### config.mk
export PLATFORM = sky130hd
export DESIGN_NAME = alu_mc
export DESIGN_NICKNAME = d
export VERILOG_FILES = /design/src/rtl/alu_pkg.sv /design/src/rtl/alu_mc_decode.sv /design/src/rtl/alu_mc.sv
export SDC_FILE = /design/constraint.sdc
export NUM_CORES = 1
export LEC_CHECK = 0
export CORE_MARGIN = 3
export CORE_UTILIZATION = 43
export CTS_CLUSTER_DIAMETER = 200
export CTS_CLUSTER_SIZE = 30
export DETAILED_ROUTE_END_ITERATION = 12
export SETUP_SLACK_MARGIN = 0.5
export SKIP_LAST_GASP = 1
export SYNTH_ARGS = -nofsm -noshare
export SYNTH_HDL_FRONTEND = slang
export SYNTH_SLANG_ARGS = --single-unit
### constraint.sdc
create_clock -name clk -period 2.7 [get_ports clk]
set_input_delay 0.405 -clock clk [delete_from_list [all_inputs] [get_ports clk]]
set_output_delay 0.405 -clock clk [all_outputs]
set_load 0.01 [all_outputs]
### src/rtl/alu_pkg.sv
// Shared decode constants, FSM encoding and ALU evaluation helpers for alu_mc.
// Imported by the decoder and the top-level FSM/datapath.
package alu_pkg;

   localparam int unsigned XLEN    = 32;
   localparam int unsigned SHAMT_W = 5;

   localparam logic [6:0] OPC_OP     = 7'b0110011;
   localparam logic [6:0] OPC_OP_IMM = 7'b0010011;

   localparam logic [2:0] F3_ADD  = 3'b000;
   localparam logic [2:0] F3_SLL  = 3'b001;
   localparam logic [2:0] F3_SLT  = 3'b010;
   localparam logic [2:0] F3_SLTU = 3'b011;
   localparam logic [2:0] F3_XOR  = 3'b100;
   localparam logic [2:0] F3_SR   = 3'b101;
   localparam logic [2:0] F3_OR   = 3'b110;
   localparam logic [2:0] F3_AND  = 3'b111;

   localparam logic [6:0] F7_BASE = 7'b0000000;
   localparam logic [6:0] F7_ALT  = 7'b0100000;

   typedef enum logic [1:0] {
      ST_IDLE  = 2'd0,
      ST_SHIFT = 2'd1,
      ST_DONE  = 2'd2
   } state_t;

   typedef enum logic [3:0] {
      OP_ADD  = 4'd0,
      OP_SUB  = 4'd1,
      OP_SLL  = 4'd2,
      OP_SLT  = 4'd3,
      OP_SLTU = 4'd4,
      OP_XOR  = 4'd5,
      OP_SRL  = 4'd6,
      OP_SRA  = 4'd7,
      OP_OR   = 4'd8,
      OP_AND  = 4'd9
   } alu_op_t;

   // Single-cycle result for every operation, shifts done with a full barrel shifter
   function automatic logic [XLEN-1:0] alu_eval(input alu_op_t op,
                                                input logic [XLEN-1:0] a,
                                                input logic [XLEN-1:0] b);
      logic [SHAMT_W-1:0] sh;
      logic [XLEN-1:0]    r;
      sh = b[SHAMT_W-1:0];
      case (op)
         OP_ADD:  r = a + b;
         OP_SUB:  r = a - b;
         OP_SLL:  r = a << sh;
         OP_SLT:  r = {{(XLEN-1){1'b0}}, ($signed(a) < $signed(b))};
         OP_SLTU: r = {{(XLEN-1){1'b0}}, (a < b)};
         OP_XOR:  r = a ^ b;
         OP_SRL:  r = a >> sh;
         OP_SRA:  r = XLEN'($signed(a) >>> sh);
         OP_OR:   r = a | b;
         OP_AND:  r = a & b;
         default: r = '0;
      endcase
      return r;
   endfunction

   // One step of the iterative shifter
   function automatic logic [XLEN-1:0] shift_one(input alu_op_t op,
                                                 input logic [XLEN-1:0] a);
      logic [XLEN-1:0] r;
      case (op)
         OP_SLL:  r = {a[XLEN-2:0], 1'b0};
         OP_SRL:  r = {1'b0, a[XLEN-1:1]};
         OP_SRA:  r = {a[XLEN-1], a[XLEN-1:1]};
         default: r = a;
      endcase
      return r;
   endfunction

endpackage

### src/rtl/alu_mc_decode.sv
// Combinational RV32I OP / OP-IMM decoder: operation select, shift flag and legality.
module alu_mc_decode
   import alu_pkg::*;
(
   input  logic [XLEN-1:0] instr,
   output alu_op_t         op_sel_c,
   output logic            is_shift_c,
   output logic            illegal_c
);

   logic [6:0] opcode;
   logic [2:0] funct3;
   logic [6:0] funct7;
   logic       f7_ok;
   logic       alt;
   logic       unused_fields;

   assign opcode        = instr[6:0];
   assign funct3        = instr[14:12];
   assign funct7        = instr[31:25];
   assign alt           = instr[30];
   assign f7_ok         = (funct7 == F7_BASE) || (funct7 == F7_ALT);
   assign unused_fields = ^{instr[24:15], instr[11:7]};

   always_comb begin
      op_sel_c   = OP_ADD;
      is_shift_c = 1'b0;
      illegal_c  = 1'b0;

      case (funct3)
         F3_ADD:  op_sel_c = (opcode == OPC_OP && alt) ? OP_SUB : OP_ADD;
         F3_SLL: begin
            op_sel_c   = OP_SLL;
            is_shift_c = 1'b1;
         end
         F3_SLT:  op_sel_c = OP_SLT;
         F3_SLTU: op_sel_c = OP_SLTU;
         F3_XOR:  op_sel_c = OP_XOR;
         F3_SR: begin
            op_sel_c   = alt ? OP_SRA : OP_SRL;
            is_shift_c = 1'b1;
         end
         F3_OR:   op_sel_c = OP_OR;
         default: op_sel_c = OP_AND;
      endcase

      // ADDI and friends carry immediate bits in funct7, so only shift-immediates are checked
      if (opcode == OPC_OP) begin
         illegal_c = !f7_ok || ((funct7 == F7_ALT) && (funct3 != F3_ADD) && (funct3 != F3_SR));
      end else if (opcode == OPC_OP_IMM) begin
         illegal_c = ((funct3 == F3_SLL) || (funct3 == F3_SR)) && !f7_ok;
      end else begin
         illegal_c = 1'b1;
      end

      if (illegal_c) begin
         is_shift_c = 1'b0;
      end
   end

endmodule

### src/rtl/alu_mc.sv
// Multi-cycle RV32I integer ALU: valid/ready request, one result per request,
// shifts either single-cycle or one bit per cycle depending on FAST_SHIFT.
module alu_mc
   import alu_pkg::*;
#(
   parameter bit FAST_SHIFT = 1'b0
) (
   input  logic            clk,
   input  logic            rst_n,
   input  logic            in_valid,
   output logic            in_ready,
   input  logic [XLEN-1:0] instr,
   input  logic [XLEN-1:0] op1,
   input  logic [XLEN-1:0] op2,
   output logic            out_valid,
   input  logic            out_ready,
   output logic [XLEN-1:0] res,
   output logic            illegal
);

   state_t             state_q, state_d;
   alu_op_t            op_q, op_d;
   logic [SHAMT_W-1:0] cnt_q, cnt_d;
   logic [XLEN-1:0]    res_d;
   logic               illegal_d;

   alu_op_t            dec_op;
   logic               dec_shift;
   logic               dec_illegal;
   logic [SHAMT_W-1:0] shamt;

   assign shamt = op2[SHAMT_W-1:0];

   alu_mc_decode u_decode (
      .instr      (instr),
      .op_sel_c   (dec_op),
      .is_shift_c (dec_shift),
      .illegal_c  (dec_illegal)
   );

   always_ff @(posedge clk or negedge rst_n) begin
      if (!rst_n) begin
         state_q <= ST_IDLE;
      end else begin
         state_q <= state_d;
      end
   end

   // Next state and datapath; the result register doubles as the iterative shift register
   always_comb begin
      state_d   = state_q;
      op_d      = op_q;
      cnt_d     = cnt_q;
      res_d     = res;
      illegal_d = illegal;

      case (state_q)
         ST_IDLE: begin
            if (in_valid) begin
               op_d      = dec_op;
               illegal_d = dec_illegal;
               if (dec_illegal) begin
                  res_d   = '0;
                  state_d = ST_DONE;
               end else if (dec_shift && !FAST_SHIFT && (shamt != '0)) begin
                  res_d   = op1;
                  cnt_d   = shamt;
                  state_d = ST_SHIFT;
               end else begin
                  res_d   = alu_eval(dec_op, op1, op2);
                  state_d = ST_DONE;
               end
            end
         end
         ST_SHIFT: begin
            res_d = shift_one(op_q, res);
            cnt_d = cnt_q - SHAMT_W'(1);
            if (cnt_q == SHAMT_W'(1)) begin
               state_d = ST_DONE;
            end
         end
         ST_DONE: begin
            if (out_ready) begin
               state_d = ST_IDLE;
            end
         end
         default: state_d = ST_IDLE;
      endcase
   end

   // Handshake flags are registered from the next state so they track state_q exactly
   always_ff @(posedge clk or negedge rst_n) begin
      if (!rst_n) begin
         op_q      <= OP_ADD;
         cnt_q     <= '0;
         res       <= '0;
         illegal   <= 1'b0;
         in_ready  <= 1'b1;
         out_valid <= 1'b0;
      end else begin
         op_q      <= op_d;
         cnt_q     <= cnt_d;
         res       <= res_d;
         illegal   <= illegal_d;
         in_ready  <= (state_d == ST_IDLE);
         out_valid <= (state_d == ST_DONE);
      end
   end

endmodule

* After elaboration in Yosys (flattened, before gate mapping)
Cells that the tools add are included.
Storage, ports and cells: flip-flop bits (word level) 46, input port bits 100, logic and storage cells 96
Cells by class: add/sub/neg operators 3, $lt $le $gt $ge 2, eq/ne operators 32, shift operators 3, muxes and demuxes 23, bitwise gates (word level) 3, reductions and logical operators 22
Operators with widths (number):
- $pmux 32 s10 | 1
- $mux 32 | 3
- $pmux 32 s3 | 1
- $lt 32x32->1 | 2
- $pmux 32 s2 | 1
- $add 32x32->32 | 1
- $and 32x32->32 | 1
- $or 32x32->32 | 1
- $shl 32x5->32 | 1
- $shr 32x5->32 | 1
- $sshr 32x5->32 | 1
- $sub 32x32->32 | 1
- $xor 32x32->32 | 1
- $pmux 4 s7 | 1
- $eq 4x3->1 const B | 6
- $mux 5 | 3
- $eq 7x6->1 const B | 2
- $eq 4x2->1 const B | 3
- $mux 2 | 5
- $pmux 5 s2 | 1
- $eq 3x3->1 const B | 3
- $eq 4x4->1 const B | 2
- $ne 2x2->1 const B | 4
- $reduce_and 4->1 | 2
- other kinds (26) | 40

* Logic depth before layout (Yosys ltp)
depth after elaboration 13, depth in mapped cells 15

* By module
From an unflattened synthesis, not the netlist that was laid out.
Unflattened totals: cell total of the unflattened synthesis 1640, area total of the unflattened synthesis 11606.1 um2
Modules (own cells, without submodules):
- alu_mc | times used 1, cells each 1616, area each 11441.0 um2
- alu_mc_decode | times used 1, cells each 24, area each 165.2 um2

* Worst setup path before layout
OpenSTA, ideal clock, no wires.
kind in2reg, start in op2[1], end reg res[29], setup time 124 ps, arrival time 3921 ps, setup slack -1345 ps, stages on the path 14, buffers on the path 4, cell sequence buf_2 inv_1 buf_2 buf_1 clkbuf_1 ha_1 or3_1 a311o_1 a21oi_2 o21ai_1 a31oi_2 a31oi_1 a211oi_1 nor2_1
On the way: cells in the longest elaborated chain, start to end 6
Ends and longest elaborated chain:
- start, declared | RTL line alu_mc.sv:14 | input logic [XLEN-1:0] op2,
- $sub 32x32->32, or another cell as far along | RTL line alu_pkg.sv:51 | OP_SUB: r = a - b;
- $pmux 32 s10 or $logic_and 1x1->1 (tied branches) | RTL line alu_pkg.sv:49, alu_mc.sv:65
- $mux 32 (*) | RTL line alu_mc.sv:65 | end else if (dec_shift && !FAST_SHIFT && (shamt != '0)) begin
- $mux 32 (*) | RTL line alu_mc.sv:62 | if (dec_illegal) begin
- $mux 32 (*) | RTL line alu_mc.sv:59 | if (in_valid) begin
- $pmux 32 s2 (*) | RTL line alu_mc.sv:57 | case (state_q)
- end signal, assigned | RTL line alu_mc.sv:103 | res <= res_d;
- end, declared | RTL line alu_mc.sv:17 | output logic [XLEN-1:0] res,
Every way passes the cells marked *; elsewhere a longest branch is shown, timed or not. The select of a mux whose other input is x is not followed. A chain may end at the register's enable or synchronous reset.

* Worst setup path in the final report
start in op2[5], end reg res[22]
On the way: cells in the longest elaborated chain, start to end 6
Ends and longest elaborated chain:
- $sub 32x32->32 or $add 32x32->32 (tied branches) | RTL line alu_pkg.sv:51, alu_pkg.sv:50
- $pmux 32 s10 (*) | RTL line alu_pkg.sv:49 | case (op)
- $mux 32 (*) | RTL line alu_mc.sv:65
- $mux 32 (*) | RTL line alu_mc.sv:62
- $mux 32 (*) | RTL line alu_mc.sv:59
- $pmux 32 s2 (*) | RTL line alu_mc.sv:57
Marked as above.

==> impl_metrics.env <==
export IMPL_die_h_um=180
export IMPL_critPathTopFamily="compound AO/OA/AOI/OAI gates"
export IMPL_min_delay_path_class="input port to asynchronous set/reset pin"
export IMPL_core_area_um2=29800
export IMPL_synth_top_cell_by_area="ha_1"
export IMPL_worst_slew_pin_transition_ns=0.900
export IMPL_fin_crit_ns=2.85
export IMPL_post_route_util=0.746
export IMPL_drt_iter0_markers=3652
export IMPL_worst_path_max_fanout=3
export IMPL_worstSetupPathType="input port to flip-flop"
export IMPL_power_uw=6610
export IMPL_wirelength_mm=85.4
export IMPL_finalMaxSlewViolations=0
export IMPL_maxCapViolations=0
export IMPL_crit_buf_inv=6
export IMPL_ys_async_sr_fraction=1.00
export IMPL_yosys_warnings=0
export IMPL_place_inst=2748
export IMPL_areaGrowthSynthToFinish_pct=69.8
export IMPL_failed_checks="negative setup slack"
export IMPL_synth_flop_cell="dfrtp_1"
export IMPL_cp_end_kind="flip-flop"
export IMPL_finClkSkew_ns=0.0195
export IMPL_final_common_cell="buf_4"
export IMPL_gr_total_overflow=0
export IMPL_ant_nets=0
export IMPL_timing_final_ws_setup_ns=-0.149
export IMPL_root_buffer="clkbuf_16"
export IMPL_insertion_delay_ns=0.34
export IMPL_io_buffers=119
export IMPL_grt_pass1_wl_mm=119
export IMPL_synth_edff_count=0
export IMPL_ys_seq_area_frac=0.0880
export IMPL_numCtsBuffers=5
export IMPL_die_x_um=180
export IMPL_rsz0062_at_grt="yes"
export IMPL_io_pins=135
export IMPL_clock_sinks=46
export IMPL_gp_congestion=1.08
export IMPL_synthCells=1791
export IMPL_cellLeakagePower_uw=0.00992
export IMPL_netlist_area_um2=13100
export IMPL_grt_pass1_vias=19000
export IMPL_htree_levels=2
export IMPL_vdd_ir_drop_max_mv=0.257
export IMPL_grt_total_usage=0.478
export IMPL_timing_final_crit_share=1.06
export IMPL_hpwl_mm=62.0
export IMPL_critical_path_depth=15
export IMPL_grt_max_degree=71
export IMPL_yosysTopAreaCellShare=0.0975
export IMPL_setup_violations=11
export IMPL_via_count=19900
export IMPL_fmax_mhz=351
export IMPL_reg2reg_depth=10
export IMPL_critical_path_required_ns=2.96
export IMPL_powerDensity_nw_per_um2=297
export IMPL_antenna_found_initial=3
export IMPL_relSlewSlack=0.394
export IMPL_first_pass_iters=7
export IMPL_cpPeakStageDelay_ns=0.44
export IMPL_cts_clk_slew_worst_paths_ns=0.09
export IMPL_final_layout_size_suffix_gt1_frac=0.475
export IMPL_crit_slowest_cell="a211o_4"
export IMPL_hold_violations=0
export IMPL_critPathArrivalTime_ns=3.11
export IMPL_syn_nets=1995
export IMPL_synth_seq_cells=46
export IMPL_final_cell_mix="buf_4, nand2_1, a21oi_1, nor2_1, mux2i_1"
export IMPL_synth_area_leaders="ha_1, dfrtp_1, mux4_2"
export IMPL_fin_nets=2688
export IMPL_cts_tree="done"
export IMPL_ctsLongestPathBuffers=2
export IMPL_netlist_cell_type_count=102
export IMPL_crit_top_cell="buf_4"
export IMPL_dp_slack_ns=-1.03
export IMPL_fin_cells=2876
export IMPL_drc=0
export IMPL_via_per_inst=6.90
export IMPL_die_area_um2=32600
export IMPL_synth_avg_cell_area_um2=7.31
export IMPL_final_fill_count=2194
export IMPL_start_util=0.439
export IMPL_num_rows=63
export IMPL_wl_per_cell_um=29.7
export IMPL_cp_start_kind="input port"
export IMPL_cp_cell_sequence="dlygate4sd2_1, inv_2, ha_2, buf_4, nand2b_1, a211o_4, o2111ai_4, nand3_2, buf_4, buf_4, o2111ai_4, and3_1, o21ai_0, buf_4, a211oi_2"
export IMPL_outcome="complete, but fails checks"
sequential cells by signal, indices dropped and copies added (netlist names):
register,cells
op_q,4
out_valid,1
cnt_q,5
res,32
in_ready,1
illegal,1
state_q,2
worst reg2reg max path: cells and delay by family (launching register included):
family / cells / cell delay, ns
flip-flops: 1 / 0.48
AND/OR/NAND/NOR: 5 / 1.10
buffers and inverters: 2 / 0.30
AO/OA/AOI/OAI: 2 / 0.33
multiplexers: 1 / 0.23
metal layers:
metal  wire [um]  up-vias  GRT usage
li1            -     8054          -
met1       30000     9357      0.607
met2       35200     1875      0.720
met3       12700      565      0.150
met4        7340        6      0.263
met5         110        -          0
what timing repair did:
action,4_1_cts,5_1_grt
setup endpoints to repair,41,41
pin swaps,134,124
setup buffers,77,35
hold buffers,0,0
cloned,5,2
gates resized for setup,505,177
stage by stage:
stage | cell area [um2] | setup TNS (ns) | hold slack (ns)
2_1_floorplan | 13400 | -5.07 | 0.109
3_3_place_gp | 18900 | -26.00 | 0.500
3_5_place_dp | 18900 | -27.93 | 0.484
4_1_cts | 21300 | 0 | 0.126
5_1_grt | 22200 | -1.18 | 0.149
6_report | 22200 | -0.517 | 0.124
logic make-up (layout without fill, tap and decap cells):
| group | after synthesis | in the layout | synth area share |
|---|---|---|---|
| xor gates and xnor gates | 24 | 24 | 0.0161 |
| DFF | 46 | 46 | 0.0880 |
| adders and majority gates | 104 | 104 | 0.101 |
| buffers and inverters | 270 | 964 | 0.0878 |
| and+or+nand+nor | 536 | 536 | 0.205 |
| AOI/OAI and AO/OA | 638 | 638 | 0.321 |
| other | 0 | 1 | 0 |
| muxes | 173 | 173 | 0.181 |
synth_stat cells (9+ instances only):
library cell and count:
a31oi_1 29, o31a_1 9, a211oi_1 33, nand3_1 36, o22ai_1 19, o211ai_1 35
and3_1 14, nor3_1 51, ha_1 102, mux4_2 49, dfrtp_1 45, clkbuf_1 87
nor2_1 135, nor2b_1 15, nand2_1 159, o21a_1 20, and2_1 9, mux2i_1 105
xor2_1 9, a21oi_1 157, o31ai_1 12, a22oi_1 12, mux2_2 19, xnor2_1 15
buf_2 32, nand2b_1 26, o21ai_0 149, o21bai_1 10, a21o_1 21, inv_1 118
buf_1 15, or3_1 13, a211o_1 16, nor4_1 14
final timing paths:
| kind | startpoint | end | slack (ns) |
|---|---|---|---|
| worst max-delay path | op2[5] | res[22] | -0.15 |
| worst min-delay path | rst_n | res[17] | 0.12 |
| worst max register to register | state_q[0] | res[13] | 0.14 |
| worst min register to register | illegal | illegal | 0.54 |
| max in group asynchronous | rst_n | in_ready | 1.85 |
| min in group clk | illegal | illegal | 0.54 |
report_power, final:
part | switching [uW] | total [uW] | internal, uW
registers | 113 | 875 | 762
logic | 2660 | 4910 | 2250
clock network | 376 | 818 | 442
total | 3150 | 6610 | 3460
area by class of cell:
cell class / instances / area, um2 / area share
diodes: 1 / 2.50 / 0.000113
clock buffers: 5 / 125 / 0.00563
clock inverters: 3 / 43.8 / 0.00197
inverters: 120 / 469 / 0.0211
multi-input cells: 1475 / 12700 / 0.572
flip-flops and latches: 46 / 1150 / 0.0519
well taps: 390 / 488 / 0.0220
repair buffers: 836 / 7230 / 0.325
No activity file was read; power rests on OpenSTA's default activity.
